--- src/rtl/alu_issue_seq.sv ---
// Issue sequencer: FIFO-buffers {opcode, A, B}, issues one op at a time, and presents the ALU result on valid/ready.
// Optional ALU_SEQ_CNT_EN adds a saturating handshake counter output op_count.
module alu_issue_seq #(
  parameter int DEPTH   = 4,
  parameter int OP_W    = 4,
  parameter int DATA_W  = 8,
  parameter int ALU_LAT = 2
) (
  input  logic              clk,
  input  logic              rst_n,
  input  logic              in_valid,
  output logic              in_ready,
  input  logic [OP_W-1:0]   in_opcode,
  input  logic [DATA_W-1:0] in_a,
  input  logic [DATA_W-1:0] in_b,
  output logic [OP_W-1:0]   opcode,
  output logic [DATA_W-1:0] alu_a,
  output logic [DATA_W-1:0] alu_b,
  input  logic [DATA_W-1:0] alu_result,
  output logic              out_valid,
  input  logic              out_ready,
  output logic [OP_W-1:0]   out_opcode,
  output logic [DATA_W-1:0] out_result
`ifdef ALU_SEQ_CNT_EN
  ,
  output logic [15:0]       op_count
`endif
);

  localparam int AW = (DEPTH > 1) ? $clog2(DEPTH) : 1;
  localparam int CW = AW + 1;
  localparam int WW = (ALU_LAT > 1) ? $clog2(ALU_LAT) : 1;
  localparam logic [OP_W-1:0] NOP_OP = OP_W'(7);
  localparam logic [WW-1:0]   WAIT_LAST = WW'(ALU_LAT - 1);

  typedef enum logic [1:0] {
    S_IDLE,
    S_WAIT,
    S_HOLD
  } state_t;

  state_t state, state_nx;

  logic [OP_W-1:0]   mem_op [DEPTH];
  logic [DATA_W-1:0] mem_a  [DEPTH];
  logic [DATA_W-1:0] mem_b  [DEPTH];
  logic [AW-1:0]     wr_ptr, rd_ptr;
  logic [CW-1:0]     count;
  logic [WW-1:0]     wcnt;
  logic              push, pop, capture, release_out, not_empty;

  // Full check uses the registered count only, so a same-cycle pop never frees a slot.
  assign in_ready  = (count != CW'(DEPTH));
  assign not_empty = (count != '0);
  assign push      = in_valid & in_ready;

  always_comb begin
    state_nx    = state;
    pop         = 1'b0;
    capture     = 1'b0;
    release_out = 1'b0;
    case (state)
      S_IDLE: begin
        if (not_empty) begin
          pop      = 1'b1;
          state_nx = S_WAIT;
        end
      end
      S_WAIT: begin
        if (wcnt == WAIT_LAST) begin
          capture  = 1'b1;
          state_nx = S_HOLD;
        end
      end
      S_HOLD: begin
        if (out_ready) begin
          release_out = 1'b1;
          if (not_empty) begin
            pop      = 1'b1;
            state_nx = S_WAIT;
          end else begin
            state_nx = S_IDLE;
          end
        end
      end
      default: state_nx = S_IDLE;
    endcase
  end

  always_ff @(posedge clk or negedge rst_n) begin
    if (!rst_n) begin
      state <= S_IDLE;
    end else begin
      state <= state_nx;
    end
  end

  always_ff @(posedge clk) begin
    if (push) begin
      mem_op[wr_ptr] <= in_opcode;
      mem_a[wr_ptr]  <= in_a;
      mem_b[wr_ptr]  <= in_b;
    end
  end

  always_ff @(posedge clk or negedge rst_n) begin
    if (!rst_n) begin
      wr_ptr <= '0;
      rd_ptr <= '0;
      count  <= '0;
    end else begin
      if (push) wr_ptr <= wr_ptr + AW'(1);
      if (pop)  rd_ptr <= rd_ptr + AW'(1);
      count <= count + CW'(push) - CW'(pop);
    end
  end

  always_ff @(posedge clk or negedge rst_n) begin
    if (!rst_n) begin
      opcode <= NOP_OP;
      alu_a  <= '0;
      alu_b  <= '0;
      wcnt   <= '0;
    end else if (pop) begin
      opcode <= mem_op[rd_ptr];
      alu_a  <= mem_a[rd_ptr];
      alu_b  <= mem_b[rd_ptr];
      wcnt   <= '0;
    end else if (state == S_WAIT) begin
      wcnt <= wcnt + WW'(1);
    end
  end

  always_ff @(posedge clk or negedge rst_n) begin
    if (!rst_n) begin
      out_valid  <= 1'b0;
      out_result <= '0;
      out_opcode <= '0;
    end else if (capture) begin
      out_valid  <= 1'b1;
      out_result <= alu_result;
      out_opcode <= opcode;
    end else if (release_out) begin
      out_valid <= 1'b0;
    end
  end

`ifdef ALU_SEQ_CNT_EN
  always_ff @(posedge clk or negedge rst_n) begin
    if (!rst_n) begin
      op_count <= '0;
    end else if (out_valid && out_ready && (op_count != '1)) begin
      op_count <= op_count + 16'd1;
    end
  end
`endif

endmodule

--- config.mk ---
export PLATFORM = sky130hd
export DESIGN_NAME = alu_issue_seq
export DESIGN_NICKNAME = d
export VERILOG_FILES = /design/src/rtl/alu_issue_seq.sv
export SDC_FILE = /design/constraint.sdc
export NUM_CORES = 1
export LEC_CHECK = 0
export ABC_AREA = 1
export CAP_MARGIN = 30
export CORE_ASPECT_RATIO = 0.75
export CORE_MARGIN = 4
export CORE_UTILIZATION = 25
export DETAILED_ROUTE_END_ITERATION = 10
export PLACE_DENSITY = 0.39
export SLEW_MARGIN = 20
export SYNTH_ARGS = -nofsm -noshare
export SYNTH_HDL_FRONTEND = slang
export SYNTH_SLANG_ARGS = --single-unit
--- constraint.sdc ---
create_clock -name clk -period 2.39 [get_ports clk]
set_clock_uncertainty 0.05 [all_clocks]
set_input_delay 0.239 -clock clk [delete_from_list [all_inputs] [get_ports clk]]
set_output_delay 0.239 -clock clk [all_outputs]
set_load 0.02 [all_outputs]
==> impl_metrics.yaml <==
outcome:
  status: "complete, no violations"
detailed_routing:
  postRouteAntennaNets: 0
  wl_per_cell_um: 13.9
  drt_iter0_markers: 152
  post-route-drc-count: 0
  vias: 3438
  via_per_inst: 3.86
  dr.pass1.iters: 4
  wl_um: 12400
synthesis:
  synth-edff-count: 80
  synthMuxAreaShare_pct: 0
  syn_area_sq_mm: 0.00524
  yosys.cell_types.count: 26
  synthXorXnorAreaFrac_pct: 0.669
  yosys_warnings: 0
  syn_inst: 518
  synth_fa_ha_area_share_pct: 1.82
  syn-num-nets: 557
  ys_seq_area_share_pct: 66.5
  synth_compound_area_share_pct: 0.502
  async_reset_ff_share_pct: 35.0
  ys_seq_elements: 123
  avgSynthCellArea_sq_um: 10.1
  synthSimpleGateAreaFrac_pct: 20.8
  ys.flop_type: "edfxtp_1"
  synth_top_family_by_area: "simple AND/OR/NAND/NOR gates"
timing:
  whs_ns: 0.189
  finalHoldViolCount: 0
  worst_slew_pin_slew_ns: 0.773
  fin_setup_tns_ns: 0
  max_freq_mhz: 489
  period_minus_slack_ns: 2.05
  slew_viol_final: 0
  slew_headroom_pct: 48.4
  setup_viol: 0
  rsz0062_at_grt: "false"
  period_share_pct: 85.6
grt:
  antenna_found_initial: 1
  grt_util_met2_pct: 17.2
  grt_pass1_wl_um: 20200
  grt_overflow: 0
  grt_usage_pct: 11.3
  grt_pass1_vias: 3618
  grt_max_degree: 43
  met3_usage_pct: 3.69
  top_usage_layer: "met2"
  global_route.usage.met1_pct: 14.9
final_layout:
  drive_gt1_share_pct: 10.2
  regArea_sq_mm: 0.00348
  fillers: 2066
  area_growth_pct: 29.5
  nNetsFinal: 633
  final_cell_count_no_fill: 890
  final_cell_mix: "nand2_1 (195), inv_1 (93), edfxtp_1 (80)"
  finalInstanceArea_sq_mm: 0.00679
  multiInputGateArea_sq_mm: 0.00126
  final_common_cell: "nand2_1"
placement:
  place.gp.congestion: 0.707
  dp_hpwl_um: 7180
  dpl-instance-area_sq_mm: 0.00618
  place_inst: 855
  numPortBuffers: 65
worst_setup_path:
  crit_start: "count[1]$_DFF_PN0_"
  startpoint_type: "register"
  crit_required_ns: 2.63
  criticalPathCategory: "reg -> reg"
  path_max_fanout: 7
  cp.arrival_ns: 2.29
  end_kind: "register"
  r2r_start: "count[1]$_DFF_PN0_"
clock_network:
  cts_setup_buffers: 0
  cts-resized-gates: 0
  worstSkewPairLatency_ns: 0.42
  clock-root-buffer: "clkbuf_16"
  clk_path_buf_depth: 2
  clk_pin_slew_ns: 0.06
  cts_tree: "yes"
  cts_made_buffers: 17
  h-tree-depth: 4
  ctsHoldBuffers: 1
  clock_sink_count: 123
floorplanning:
  row_count: 45
  dieArea_sq_mm: 0.0234
  core-area_sq_mm: 0.0204
  die_w_um: 175
  ios: 66
  fp.dieH_um: 133
  start_util_pct: 25.6
power_and_ir_drop:
  peakVddDrop_v: 0.000458
  power_density_mw_per_mm2: 1340
  total_power_uw: 9120
  p_leak_uw: 0.00309
hold_path:
  worstHoldPathType: "in -> async"
flow_run:
  max-cap-violations: 0
==> registers in the layout, summed over array words and instances (netlist names) <==
| name | cells |
|---|---|
| mem_b | 32 |
| count | 3 |
| mem_a | 32 |
| state | 2 |
| wcnt | 1 |
| rd_ptr | 2 |
| alu_b | 8 |
| out_result | 8 |
| alu_a | 8 |
| opcode | 4 |
| wr_ptr | 2 |
| mem_op | 16 |
| out_valid | 1 |
| out_opcode | 4 |
==> synthesized netlist by cell type (3+ instances only) <==
cell type | instances | area (sq um)
dfrtp_1 | 40 | 1000
dfstp_2 | 3 | 78.8
nor2_1 | 5 | 18.8
inv_2 | 4 | 15.0
nand2_2 | 4 | 25.0
nand3_1 | 54 | 270
buf_6 | 4 | 45.0
edfxtp_1 | 80 | 2400
ha_1 | 6 | 75.1
buf_2 | 9 | 45.0
buf_4 | 5 | 37.5
inv_1 | 93 | 349
xor2_1 | 3 | 26.3
nand2_1 | 195 | 732
==> critical path: stages, from the launching register on <==
cell and delay, ns:
dfrtp_1 0.41, inv_2 0.08, nand3_1 0.14, nand2_2 0.16, ha_1 0.31, inv_1 0.04, ha_1 0.18, fa_1 0.40
xor2_1 0.17
==> logic make-up (layout without fill, tap and decap cells) <==
group / count (synthesis) / count (layout)
AND/OR/NAND/NOR: 263 / 263
flip-flops: 123 / 123
buffers and inverters: 117 / 206
adder cells (fa/ha/maj): 7 / 7
AO/OA/AOI/OAI: 4 / 4
XOR/XNOR: 4 / 4
other: 0 / 1
==> path summary, 6_finish.rpt <==
path | end | slack (ns) | cells past startpoint
setup / recovery | count[2]$_DFF_PN0_ | 0.34 | 8
hold / removal | out_result[4]$_DFFE_PN0P_ | 0.19 | 2
setup reg to reg | count[2]$_DFF_PN0_ | 0.34 | 8
hold reg to reg | out_result[7]$_DFFE_PN0P_ | 0.42 | 2
max in group asynchronous | wr_ptr[0]$_DFFE_PN0P_ | 1.45 | 4
min in group clk | out_result[5]$_DFFE_PN0P_ | 0.34 | 3
==> layout make-up <==
class,count,share of cell area (%)
inverters,97,5.37
clock buffers,17,6.27
flip-flops and latches,123,51.3
multi-input cells,278,18.5
repair buffers,77,11.1
clock inverters,15,2.21
well taps,282,5.20
diodes,1,0.0369
==> through the flow <==
step / setup WS, ns / util (%)
floorplan: 0.231 / -
global placement: 0.199 / 30.2
detailed placement: 0.189 / 30.2
CTS: 0.335 / 33.1
global route: 0.222 / 33.2
finish: 0.343 / 33.2
==> metal layers <==
metal | wire length (um) | share of wire, % | up-vias
li1 | - | - | 1762
met1 | 5970 | 48 | 1600
met2 | 5630 | 45 | 65
met3 | 660 | 5.3 | 9
met4 | 133 | 1.1 | 2
met5 | 13 | 0.10 | -
==> where the power goes <==
group	switching (uW)	internal, uW
combinational	2130	1210
sequential	306	2970
clock	968	1530
Power figures use the tool's default switching activity.
